**config.mk**
```make
export PLATFORM = sky130hd
export DESIGN_NAME = expr_seq_flat
export DESIGN_NICKNAME = d
export VERILOG_FILES = /design/src/rtl/expr_seq_if.sv /design/src/rtl/expr_seq.sv /design/src/flat_wrapper.sv
export SDC_FILE = /design/constraint.sdc
export NUM_CORES = 1
export LEC_CHECK = 0
export BUFFER_PORTS_ARGS = -buffer_cell sky130_fd_sc_hd__buf_4
export CAP_MARGIN = 20
export CELL_PAD_IN_SITES_DETAIL_PLACEMENT = 0
export CELL_PAD_IN_SITES_GLOBAL_PLACEMENT = 1
export CORE_ASPECT_RATIO = 2
export CORE_UTILIZATION = 50
export DETAILED_ROUTE_END_ITERATION = 16
export PLACE_DENSITY_LB_ADDON = 0.1
export SETUP_SLACK_MARGIN = 0.3
export SLEW_MARGIN = 10
export SYNTH_ARGS = -nofsm -noshare
export SYNTH_HDL_FRONTEND = slang
export SYNTH_SLANG_ARGS = --single-unit
```
**constraint.sdc**
```tcl
create_clock -name clk -period 3.9 [get_ports clk]
set_clock_uncertainty 0.1 [all_clocks]
set_input_delay 0.585 -clock clk [delete_from_list [all_inputs] [get_ports clk]]
set_output_delay 0.585 -clock clk [all_outputs]
set_load 0.01 [all_outputs]
```
**src/rtl/expr_seq_if.sv**
```systemverilog
// Host-side bus of expr_seq.
//   s_*   : character stream into the string FIFO (valid/ready, s_last ends a string)
//   res_* : per-string result handshake (ok verdict, overflow flag, length)
// master = host, slave = expr_seq.
interface expr_seq_if;
  logic       s_valid;
  logic       s_ready;
  logic [7:0] s_data;
  logic       s_last;
  logic       res_valid;
  logic       res_ready;
  logic       res_ok;
  logic       res_ovf;
  logic [7:0] res_len;

  modport master (
    output s_valid, s_data, s_last, res_ready,
    input  s_ready, res_valid, res_ok, res_ovf, res_len
  );

  modport slave (
    input  s_valid, s_data, s_last, res_ready,
    output s_ready, res_valid, res_ok, res_ovf, res_len
  );
endinterface

```
**src/rtl/expr_seq.sv**
```systemverilog
// expr_seq: sequencer for a single-character expression recognizer.
// Buffers whole strings from the host in a DEPTH-entry FIFO, then per string
// clears the recognizer, feeds one char per cycle with no gaps, samples its
// verdict and returns {ok, ovf, len} over a result handshake. Strings longer
// than DEPTH are drained without touching the recognizer and reported as ovf.
// Ports:
//   clk, clr_n      clock / async active-low reset
//   bus (slave)     s_valid/s_ready/s_data/s_last stream, res_* result handshake
//   chk_clr, chk_in registered drive to recognizer clr / in
//   chk_out         recognizer verdict
//   busy            controller not idle
//   ok_cnt,fail_cnt only with EXPR_SEQ_STATS_EN: wrapping result counters
module expr_seq #(
  parameter int          DEPTH     = 8,
  parameter int          AW        = 3,
  parameter logic [7:0]  IDLE_CHAR = 8'd0
) (
  input  logic        clk,
  input  logic        clr_n,
  expr_seq_if.slave   bus,
  output logic        chk_clr,
  output logic [7:0]  chk_in,
  input  logic        chk_out,
  output logic        busy
`ifdef EXPR_SEQ_STATS_EN
  ,
  output logic [15:0] ok_cnt,
  output logic [15:0] fail_cnt
`endif
);

  typedef enum logic [2:0] {
    ST_IDLE, ST_CLEAR, ST_FEED, ST_WAIT, ST_DROP, ST_REPORT
  } state_e;

  state_e state_q, state_d;

  // ---------------- FIFO ----------------
  logic [8:0]  mem_q [DEPTH];
  logic [AW:0] wptr_q, wptr_d, rptr_q, rptr_d;
  logic [AW:0] nstr_q, nstr_d;
  logic        full, empty, push, pop;
  logic [8:0]  rd;
  logic        rd_last;

  assign empty   = (wptr_q == rptr_q);
  assign full    = (wptr_q[AW] != rptr_q[AW]) && (wptr_q[AW-1:0] == rptr_q[AW-1:0]);
  // s_ready depends only on registered state: a pop this cycle cannot reopen it.
  assign bus.s_ready = !full;
  assign push    = bus.s_valid && !full;
  assign rd      = mem_q[rptr_q[AW-1:0]];
  assign rd_last = rd[8];

  always_ff @(posedge clk) begin
    if (push) mem_q[wptr_q[AW-1:0]] <= {bus.s_last, bus.s_data};
  end

  always_comb begin
    wptr_d = push ? wptr_q + 1'b1 : wptr_q;
    rptr_d = pop  ? rptr_q + 1'b1 : rptr_q;
    nstr_d = nstr_q;
    case ({push && bus.s_last, pop && rd_last})
      2'b10:   nstr_d = nstr_q + 1'b1;
      2'b01:   nstr_d = nstr_q - 1'b1;
      default: nstr_d = nstr_q;
    endcase
  end

  // ---------------- FSM ----------------
  always_ff @(posedge clk or negedge clr_n) begin
    if (!clr_n) state_q <= ST_IDLE;
    else        state_q <= state_d;
  end

  always_comb begin
    state_d = state_q;
    case (state_q)
      ST_IDLE: begin
        if (nstr_q != '0) state_d = ST_CLEAR;
        else if (full)    state_d = ST_DROP;
      end
      ST_CLEAR:  state_d = ST_FEED;
      ST_FEED:   if (pop && rd_last) state_d = ST_WAIT;
      ST_WAIT:   state_d = ST_REPORT;
      ST_DROP:   if (pop && rd_last) state_d = ST_REPORT;
      ST_REPORT: if (bus.res_ready) state_d = ST_IDLE;
      default:   state_d = ST_IDLE;
    endcase
  end

  // ---------------- outputs / datapath ----------------
  logic       chk_clr_q, chk_clr_d;
  logic [7:0] chk_in_q, chk_in_d;
  logic [7:0] len_q, len_d;
  logic       res_ok_q, res_ok_d, res_ovf_q, res_ovf_d;

  always_comb begin
    pop       = 1'b0;
    // chk_* registered off the next state so the recognizer sees clean edges.
    chk_clr_d = (state_d == ST_CLEAR);
    chk_in_d  = IDLE_CHAR;
    len_d     = len_q;
    res_ok_d  = res_ok_q;
    res_ovf_d = res_ovf_q;
    case (state_q)
      ST_IDLE:  len_d = '0;
      ST_CLEAR: len_d = '0;
      ST_FEED: begin
        pop      = !empty;
        chk_in_d = pop ? rd[7:0] : IDLE_CHAR;
        if (pop && len_q != 8'hFF) len_d = len_q + 8'd1;
      end
      ST_WAIT: begin
        res_ok_d  = chk_out;
        res_ovf_d = 1'b0;
      end
      ST_DROP: begin
        // the tail of an oversized string may still be arriving
        pop = !empty;
        if (pop && len_q != 8'hFF) len_d = len_q + 8'd1;
        if (pop && rd_last) begin
          res_ok_d  = 1'b0;
          res_ovf_d = 1'b1;
        end
      end
      default: ;
    endcase
  end

  always_ff @(posedge clk or negedge clr_n) begin
    if (!clr_n) begin
      wptr_q    <= '0;
      rptr_q    <= '0;
      nstr_q    <= '0;
      chk_clr_q <= 1'b1;
      chk_in_q  <= IDLE_CHAR;
      len_q     <= '0;
      res_ok_q  <= 1'b0;
      res_ovf_q <= 1'b0;
    end else begin
      wptr_q    <= wptr_d;
      rptr_q    <= rptr_d;
      nstr_q    <= nstr_d;
      chk_clr_q <= chk_clr_d;
      chk_in_q  <= chk_in_d;
      len_q     <= len_d;
      res_ok_q  <= res_ok_d;
      res_ovf_q <= res_ovf_d;
    end
  end

  assign chk_clr       = chk_clr_q;
  assign chk_in        = chk_in_q;
  assign bus.res_valid = (state_q == ST_REPORT);
  assign bus.res_ok    = res_ok_q;
  assign bus.res_ovf   = res_ovf_q;
  assign bus.res_len   = len_q;
  assign busy          = (state_q != ST_IDLE);

`ifdef EXPR_SEQ_STATS_EN
  logic [15:0] ok_cnt_q, ok_cnt_d, fail_cnt_q, fail_cnt_d;
  logic        hs;

  assign hs = bus.res_valid && bus.res_ready;

  always_comb begin
    ok_cnt_d   = ok_cnt_q;
    fail_cnt_d = fail_cnt_q;
    if (hs) begin
      if (res_ok_q) ok_cnt_d   = ok_cnt_q + 16'd1;
      else          fail_cnt_d = fail_cnt_q + 16'd1;
    end
  end

  always_ff @(posedge clk or negedge clr_n) begin
    if (!clr_n) begin
      ok_cnt_q   <= '0;
      fail_cnt_q <= '0;
    end else begin
      ok_cnt_q   <= ok_cnt_d;
      fail_cnt_q <= fail_cnt_d;
    end
  end

  assign ok_cnt   = ok_cnt_q;
  assign fail_cnt = fail_cnt_q;
`endif

endmodule

```
**src/flat_wrapper.sv**
```systemverilog
// flat-port wrapper written by rule: the top's interface ports become plain ports
module expr_seq_flat 
#(
  parameter int          DEPTH     = 8,
  parameter int          AW        = 3,
  parameter logic [7:0]  IDLE_CHAR = 8'd0
)
  (clk, clr_n, chk_clr, chk_in, chk_out, busy, bus_s_valid, bus_s_data, bus_s_last, bus_res_ready, bus_s_ready, bus_res_valid, bus_res_ok, bus_res_ovf, bus_res_len);
  expr_seq_if bus_i ();
  input  logic clk;
  input  logic clr_n;
  output logic chk_clr;
  output logic [7:0] chk_in;
  input  logic chk_out;
  output logic busy;
  input wire logic [$bits(bus_i.s_valid)-1:0] bus_s_valid;
  input wire logic [$bits(bus_i.s_data)-1:0] bus_s_data;
  input wire logic [$bits(bus_i.s_last)-1:0] bus_s_last;
  input wire logic [$bits(bus_i.res_ready)-1:0] bus_res_ready;
  output wire logic [$bits(bus_i.s_ready)-1:0] bus_s_ready;
  output wire logic [$bits(bus_i.res_valid)-1:0] bus_res_valid;
  output wire logic [$bits(bus_i.res_ok)-1:0] bus_res_ok;
  output wire logic [$bits(bus_i.res_ovf)-1:0] bus_res_ovf;
  output wire logic [$bits(bus_i.res_len)-1:0] bus_res_len;
  assign bus_i.s_valid = bus_s_valid;
  assign bus_i.s_data = bus_s_data;
  assign bus_i.s_last = bus_s_last;
  assign bus_i.res_ready = bus_res_ready;
  assign bus_s_ready = bus_i.s_ready;
  assign bus_res_valid = bus_i.res_valid;
  assign bus_res_ok = bus_i.res_ok;
  assign bus_res_ovf = bus_i.res_ovf;
  assign bus_res_len = bus_i.res_len;
  expr_seq #(.DEPTH(DEPTH), .AW(AW), .IDLE_CHAR(IDLE_CHAR)) u_core (.clk(clk), .clr_n(clr_n), .bus(bus_i), .chk_clr(chk_clr), .chk_in(chk_in), .chk_out(chk_out), .busy(busy));
endmodule
```
* After elaboration in Yosys (flattened, before gate mapping)
Memories as Yosys holds them, arrays and structs flattened.
Index checks and enable logic that the tools add are counted.
** Cells by class
- Equal/unequal tests :: 14
- Mux-type cells :: 18
- Reductions and logical operators :: 18
- Add/sub/neg operators :: 5
** Operator list (number)
- 2-to-1 mux 8 bit :: 3
- case mux 3 bit (6 select lines) :: 1
- case mux 8 bit (2 select lines) :: 1
- 2-to-1 mux 3 bit :: 5
- adder 4 x 1 -> 4 bit, second input constant :: 3
- adder 8 x 1 -> 8 bit, second input constant :: 1
- inequality test 8 bit, second input constant :: 1
- case mux 4 bit (2 select lines) :: 1
- == test 3 x 1 -> 1 bit, second input constant :: 2
- == test 3 x 2 -> 1 bit, second input constant :: 2
- == test 3 bit, second input constant :: 2
- logical AND 1 bit :: 6
- nonzero test 2 bit :: 3
- 2-to-1 mux 1 bit :: 5
- == test 4 bit :: 1
- inequality test 2 x 1 -> 1 bit, second input constant :: 2
- case mux 1 bit (2 select lines) :: 2
- AND reduction 2 bit :: 2
- nonzero test 4 bit :: 1
- OR reduction 2 bit :: 2
- subtractor 4 x 1 -> 4 bit, second input constant :: 1
- == test 3 bit :: 1
- logical NOT 3 bit :: 1
- nonzero test 3 bit :: 1
- other kinds (4) :: 5
** Storage, ports and cells
- Memories :: 1
- Register bits :: 34
- Word-level logic and storage cells :: 65
- Input bits :: 14
- Output and inout bits :: 22
- RAM bits :: 72
** Memories
- u_core.mem_q :: depth 8, bits a word 9, rd ports 1, clocked after memory_dff 0, wr ports 1, line expr_seq.sv:39 : logic [8:0] mem_q [DEPTH];

* Logic depth before layout (Yosys ltp)
Gate-level depths: netlist (run 1).
- Depth after elaboration :: 7
- Depth in mapped cells :: 13
- Gate-level depth less buffers :: 11

* Worst setup path after synthesis (run 1)
No wires, ideal clock.
- Kind :: register to register
- From :: register u_core.rptr_q[0]
- To :: register u_core.nstr_q[2]
- Period minus slack after synthesis :: 2.743 ns
- Cell stages (with the launch flop) :: 13
- Path slack :: 1.157 ns
- Arrival time :: 2.518 ns
- Library setup time :: 0.125 ns
- Buffers on the path :: 1
- Required time :: 3.675 ns
- Path through :: dfrtp_1 > buf_6 > mux4_2 > mux2_4 > nand3_2 > inv_2 > ha_1 > xor2_1 > ha_1 > a21oi_1 > xor2_1 > nor2_1 > xor2_1
** Between the ends
- Cells in the longest elaborated chain, start to end :: 7
- Elaborated cells between the ends (all ways) :: 14
- Classes of those cells :: eq/ne: 4; mux: 2; reduce/logical: 7; memory: 1
** Ends and longest elaborated chain
- start: declaration :: line expr_seq.sv:40 : logic [AW:0] wptr_q, wptr_d, rptr_q, rptr_d;
- start signal: assignment :: line expr_seq.sv:142 : rptr_q <= rptr_d;
- parallel branches: the longest is 7 deep, another holds memory read (8 x 9 bit)
- end signal: assignment :: line expr_seq.sv:143 : nstr_q <= nstr_d;
- end: declaration :: line expr_seq.sv:41 : logic [AW:0] nstr_q, nstr_d;
Several ways; the timed one is not identified.
A chain may end at the register's enable or synchronous reset.

* Worst setup path in the final report (run 1)
Same ends and word-level chain as after synthesis.

==> results.json, run 1 <==
{
  "clk_latency_ps": 350,
  "syn_area_mm2": 0.004458,
  "clock.fmax_mhz": 329.8,
  "clk_pin_slew_ps": 70,
  "post-cts-setup-buffers": 0,
  "ys_seq_area_share_pct": 67.61,
  "overflow": 0,
  "critPathCaptureType": "flop",
  "post_dp_cell_area_mm2": 0.004873,
  "cap_violations": 0,
  "fin_crit_ps": 3033,
  "final_common_cell": "edfxtp_1",
  "dp_hpwl_um": 5786,
  "die_area_mm2": 0.009321,
  "rsz0062_at_grt": "no",
  "status": "completed",
  "ys_async_sr_fraction_pct": 32.08,
  "cp.required_ps": 4020,
  "dp_slack_ps": 840.1,
  "fin_ws_ps": 867.5,
  "ios": 36,
  "synth_ff_type": "edfxtp_1",
  "cts-root-buf": "clkbuf_16",
  "ys_types": 49,
  "critPathKind": "reg2reg",
  "netlist.area_leader.share_pct": 48.50,
  "gp_congestion": 0.7232,
  "dr.pass1.iters": 4,
  "area_delta_synth_final_pct": 16.76,
  "yosys_warnings": 0,
  "grt_pass1_wl_um": 13170,
  "worstMarginPinSlew_ps": 652.3,
  "setup.worst_path.start_class": "flop",
  "final_cell_mix": "edfxtp_1, buf_4, dfrtp_1, mux4_2, nor2_1",
  "grt_pass1_vias": 2537,
  "dieHeight_um": 135.5,
  "via_count": 2435,
  "cts_sinks": 106,
  "grt_max_degree": 35,
  "drc_errors": 0,
  "synth.avg_cell_area_um2": 16.15,
  "slew_headroom_pct": 55.94,
  "finalSetupViolations": 0,
  "hp-class": "in2async",
  "syn_nets": 296,
  "min_period_over_period_pct": 77.76,
  "viasPerCell": 5.663,
  "cts_buffers": 9,
  "cellLeakagePower_nw": 2.026,
  "die_w_um": 68.77,
  "dr.first_iter.drc_count": 69,
  "synth_area_leader_cell": "edfxtp_1",
  "worst-path-max-fanout": 10,
  "clockBufferDepth": 2,
  "post-route-cell-area_mm2": 0.005205,
  "synthTopCellsByArea": "edfxtp_1, dfrtp_1, mux4_2",
  "antenna_found_initial": 0,
  "totalWireLength_um": 8295,
  "layout-drive-gt1-share_pct": 27.88,
  "drtAntennaViolNets": 0,
  "synth_edf_count": 72,
  "start_util_pct": 51.55,
  "synthCells": 276,
  "p_per_area_mw_per_mm2": 759.5,
  "synth-seq-cells": 106,
  "cts-resized-gates": 0,
  "htree_levels": 3,
  "cp.arrival_ps": 3160,
  "vdd_drop_max_uv": 515.8,
  "portBuffers": 35,
  "antennaDiodeCount": 0,
  "hold_viol": 0,
  "tns_ps": 0,
  "coreArea_mm2": 0.008648,
  "slew_violations": 0,
  "cts_tree": "built",
  "std_cell_rows": 48,
  "wl_per_cell_um": 19.29,
  "grt_use_total_pct": 20.78,
  "hold_buffers": 0,
  "fin_nets": 345
}
[area by class of cell]
class                           instances  area (um2)
Inverter                                7       26.28
Clock buffer                            9       225.2
Fill cell                             711        3443
Multi-Input combinational cell        153        1348
Tap cell                              100       125.1
Sequential cell                       106        3014
Clock inverter                          7       106.4
Timing Repair Buffer                   48       360.3
[worst max-delay path, stage by stage, from the launching register on]
cell and delay (ps):
dfrtp_1 670, xor2_1 230, or4_4 620, nand3_2 120, inv_2 60, ha_1 250, xor2_1 180, ha_1 180
a21oi_1 150, xor2_1 170, nor2_1 70, xor2_1 140
[report_power, final]
part,switching (mW),internal [mW],total [mW]
sequential,0.209,1.46,1.67
clock,0.412,0.574,0.985
combinational,0.665,0.635,1.30
total,1.29,2.67,3.95
[cell usage after synthesis (2+ instances only)]
master     n
nor4_1     2
mux4_2    18
buf_2      2
buf_6      4
edfxtp_1  72
clkbuf_1   3
or3_1      2
and2_1     2
nand2b_1   7
nor2_1    18
xor2_1     8
nand3_1    7
nand2_1   17
and3_1     2
a21oi_1    4
mux2_2     2
nor3_1     4
a31oi_1    4
ha_1       6
mux2i_1   14
inv_1      6
o31ai_1    2
dfrtp_1   33
o41a_1     2
xnor2_1    8
nand4_1    4
[worst paths after layout]
kind	startpoint	to	slack [ps]	cells after the start
setup / recovery	u_core.rptr_q[0]	u_core.nstr_q[2]	870	11
hold / removal	clr_n	u_core.nstr_q[3]	90	1
setup reg to reg	u_core.rptr_q[0]	u_core.nstr_q[2]	870	11
hold reg to reg	u_core.nstr_q[3]	u_core.nstr_q[3]	380	1
max in group asynchronous	clr_n	u_core.chk_clr	3260	1
min in group clk	bus_s_data[7]	u_core.mem_q[4][7]	370	1
[cell families (layout without fill, tap and decap cells)]
logic type / count (synthesis) / count (layout) / synth area share (%)
flops: 106 / 106 / 67.61
simple gates: 74 / 74 / 8.504
mux: 35 / 35 / 13.08
compound gates: 21 / 21 / 3.452
xor+xnor: 17 / 17 / 3.509
buf+inv: 17 / 71 / 2.161
fa+ha+maj: 6 / 6 / 1.684
[per-stage QoR]
step	std cells	hold WS, ps	power, mW	utilization (%)
finish	430	90.23	3.953	60.19
global route	430	113.2	4.190	60.19
CTS	430	100.0	4.015	60.19
detailed placement	414	369.5	3.024	56.35
global placement	414	366.2	3.000	56.35
floorplan	276	189.4	2.621	-
[state kept, by name, indices dropped and copies added (netlist names)]
signal / count
u_core.mem_q: 72
u_core.bus.res_len: 8
u_core.chk_in: 8
u_core.nstr_q: 4
u_core.rptr_q: 4
u_core.wptr_q: 4
u_core.state_q: 3
u_core.bus.res_ok: 1
u_core.bus.res_ovf: 1
u_core.chk_clr: 1
[layer usage]
layer,wire [um],vias to the layer above,track usage (%)
met2,4594,50,36.11
met1,3176,1222,22.77
met4,248,0,9.524
li1,-,1145,-
met3,275,18,5.387
met5,0,-,0
(Power assumes the default switching activity.)
==> run 2, diff against run 1 <==
Settings changed: CORE_UTILIZATION 50 to 45.
Clock period 3.9 ns to 2.5 ns, I/O delays scaled along.
==> run 2 against run 1 <==
Net effect: the flow now finishes with violations (design-rule violations, negative setup slack); largest power group is now combinational cells; critical path type unchanged; sequential share of layout area fell by 3.4 points; utilization fell by 3.2 points; via count rose by 5.4%; sequential power rose by 51%; power rose by 68%; first-iteration DRC count rose by 26%; global-route usage fell by 1.5 points; die area rose by 11%; clock power rose by 51%; register-to-register slack got worse by 880 ps; cell count rose by 12%; clock-buffer cell count rose by 1.
==> results.json, run 2 (synthesized netlist as in run 1, its figures left out) <==
{
  "final_cell_mix": "edfxtp_1, buf_4, dfrtp_1, mux4_2, nand2_1",
  "status": "finished, violations left",
  "htree_levels": 3,
  "fin_crit_ps": 2511,
  "r2r-end": "u_core.nstr_q[2]",
  "slowest_delay_ps": 510,
  "setup.worst_path.start_class": "flop",
  "post-route-cell-area_mm2": 0.005528,
  "grt_max_degree": 35,
  "cp.required_ps": 2620,
  "dp_slack_ps": -103.8,
  "nFillCells": 804,
  "grt_pass1_vias": 2640,
  "gp_congestion": 0.7500,
  "cts_sinks": 106,
  "critPathKind": "reg2reg",
  "cts_buffers": 9,
  "clk_latency_ps": 340,
  "cap_violations": 0,
  "dr.pass1.iters": 10,
  "fin_nets": 363,
  "totalWireLength_um": 8957,
  "multi_input_area_mm2": 0.001466,
  "vdd_drop_max_uv": 729.5,
  "startpoint": "u_core.rptr_q[0]",
  "ios": 36,
  "portBuffers": 35,
  "dieHeight_um": 142.8,
  "layout-drive-gt1-share_pct": 36.21,
  "area_delta_synth_final_pct": 24.00,
  "overflow": 0,
  "dr.first_iter.drc_count": 87,
  "worstMarginPinSlew_ps": 503.4,
  "critPathCaptureType": "flop",
  "grt_pass1_wl_um": 14080,
  "die_area_mm2": 0.01033,
  "cp-endpoint": "u_core.nstr_q[2]",
  "std_cell_rows": 51,
  "slew_headroom_pct": 66.35,
  "cp.arrival_ps": 2630,
  "start_util_pct": 45.96,
  "coreArea_mm2": 0.009699,
  "r2r_cells": 11,
  "slew_violations": 0,
  "reg2reg_from": "u_core.rptr_q[0]",
  "worst-path-max-fanout": 5,
  "crit_path_frequent_cell": "xor2_1",
  "hold_viol": 0,
  "grt_use_total_pct": 19.25,
  "finalSetupViolations": 1,
  "p_per_area_mw_per_mm2": 1202,
  "cts_tree": "built",
  "post_dp_cell_area_mm2": 0.005027,
  "largest_reg_flops": 72,
  "viasPerCell": 5.346,
  "antenna_found_initial": 0,
  "drc_errors": 2,
  "fin_ws_ps": -10.51,
  "dp_hpwl_um": 6082,
  "ff2ff_setup_slack_ps": -10,
  "die_w_um": 72.38,
  "seq_area_mm2": 0.003015,
  "clk_pin_slew_ps": 70,
  "clockBufferDepth": 2,
  "cellLeakagePower_nw": 2.132,
  "wl_per_cell_um": 18.66,
  "layout.cells.non_filler": 480,
  "cpMaxStageDelayCell": "mux4_2",
  "cts-root-buf": "clkbuf_16",
  "finalPower_mw": 6.643,
  "clock.fmax_mhz": 398.3,
  "hp-class": "in2reg",
  "utilization_pct": 56.99,
  "antennaDiodeCount": 0,
  "crit_chain": "mux4_2 > mux2_4 > nand3_2 > inv_2 > ha_4 > xor2_1 > ha_2 > a21oi_2 > xor2_1 > nor2_1 > xor2_1",
  "rsz0062_at_grt": "yes",
  "final_common_cell": "edfxtp_1",
  "dp_cells": 457,
  "violations": "design-rule violations, negative setup slack",
  "min_period_over_period_pct": 100.4,
  "drtAntennaViolNets": 0,
  "via_count": 2566
}
[run 2: cell count changes in the layout (fill, tap and decap cells not counted), sizes merged]
cell,change
inv,-2
clkbuf,+1
dlygate4sd3,+1
clkinvlp,-1
buf,+17
clkinv,+2
[run 2: per-stage QoR]
| stage | hold WS [ps] | TNS (ps) |
|---|---|---|
| final | 160.7 | -10.51 |
| after global routing | 157.3 | -200.2 |
| after CTS | 162.4 | -46.92 |
| after detailed placement | 263.7 | -1141 |
| after global placement | 263.7 | -162.0 |
| after floorplan | -20.59 | -167.1 |
[run 2: metal layers]
layer	global-route usage [%]	wire length (um)	vias to the layer above	part of all wire, %
met5	0	0	-	0
met4	7.637	223	0	2.5
met3	3.176	174	13	1.9
met2	36.01	5188	46	58
met1	20.99	3371	1319	38
li1	-	-	1188	-
[run 2: worst min-delay path by stage]
stage | startpoint | endpoint | slack, ps | cells past startpoint
final | bus_s_data[5] | u_core.mem_q[2][5] | 160 | 1
after global routing | bus_s_data[6] | u_core.mem_q[7][6] | 160 | 1
after CTS | bus_s_data[5] | u_core.mem_q[0][5] | 160 | 1
after detailed placement | clr_n | u_core.nstr_q[0] | 260 | 1
after global placement | clr_n | u_core.nstr_q[0] | 260 | 1
after floorplan | clr_n | u_core.bus.res_len[0] | -20 | 0
[run 2: final cells by class]
| cell class | count | share of cell area (%) |
|---|---|---|
| Inverter | 7 | 0.4753 |
| Sequential cell | 106 | 54.55 |
| Tap cell | 132 | 2.988 |
| Multi-Input combinational cell | 153 | 26.53 |
| Clock inverter | 6 | 1.630 |
| Timing Repair Buffer | 66 | 9.688 |
| Clock buffer | 10 | 4.142 |
[run 2: worst max-delay path: cells and delay by family, from the launching register on]
| family | cells | cell delay [ps] |
|---|---|---|
| compound gates | 1 | 110 |
| fa+ha+maj | 2 | 340 |
| flops | 1 | 430 |
| simple gates | 2 | 140 |
| mux | 2 | 790 |
| xor+xnor | 3 | 440 |
| buf+inv | 1 | 50 |
[run 2: power by group]
part           switching [mW]  internal [mW]
logic                    1.31           1.31
registers               0.243           2.28
clock network           0.611          0.881
[run 2: timing repair]
| item | 4_1_cts | 5_1_grt |
|---|---|---|
| pin swaps | 2 | 2 |
| hold buffers | 1 | 0 |
| hold endpoints to repair | 33 | 0 |
| buffers inserted | 4 | 2 |
| resized for setup | 13 | 7 |
| endpoints found under the setup margin | 68 | 24 |
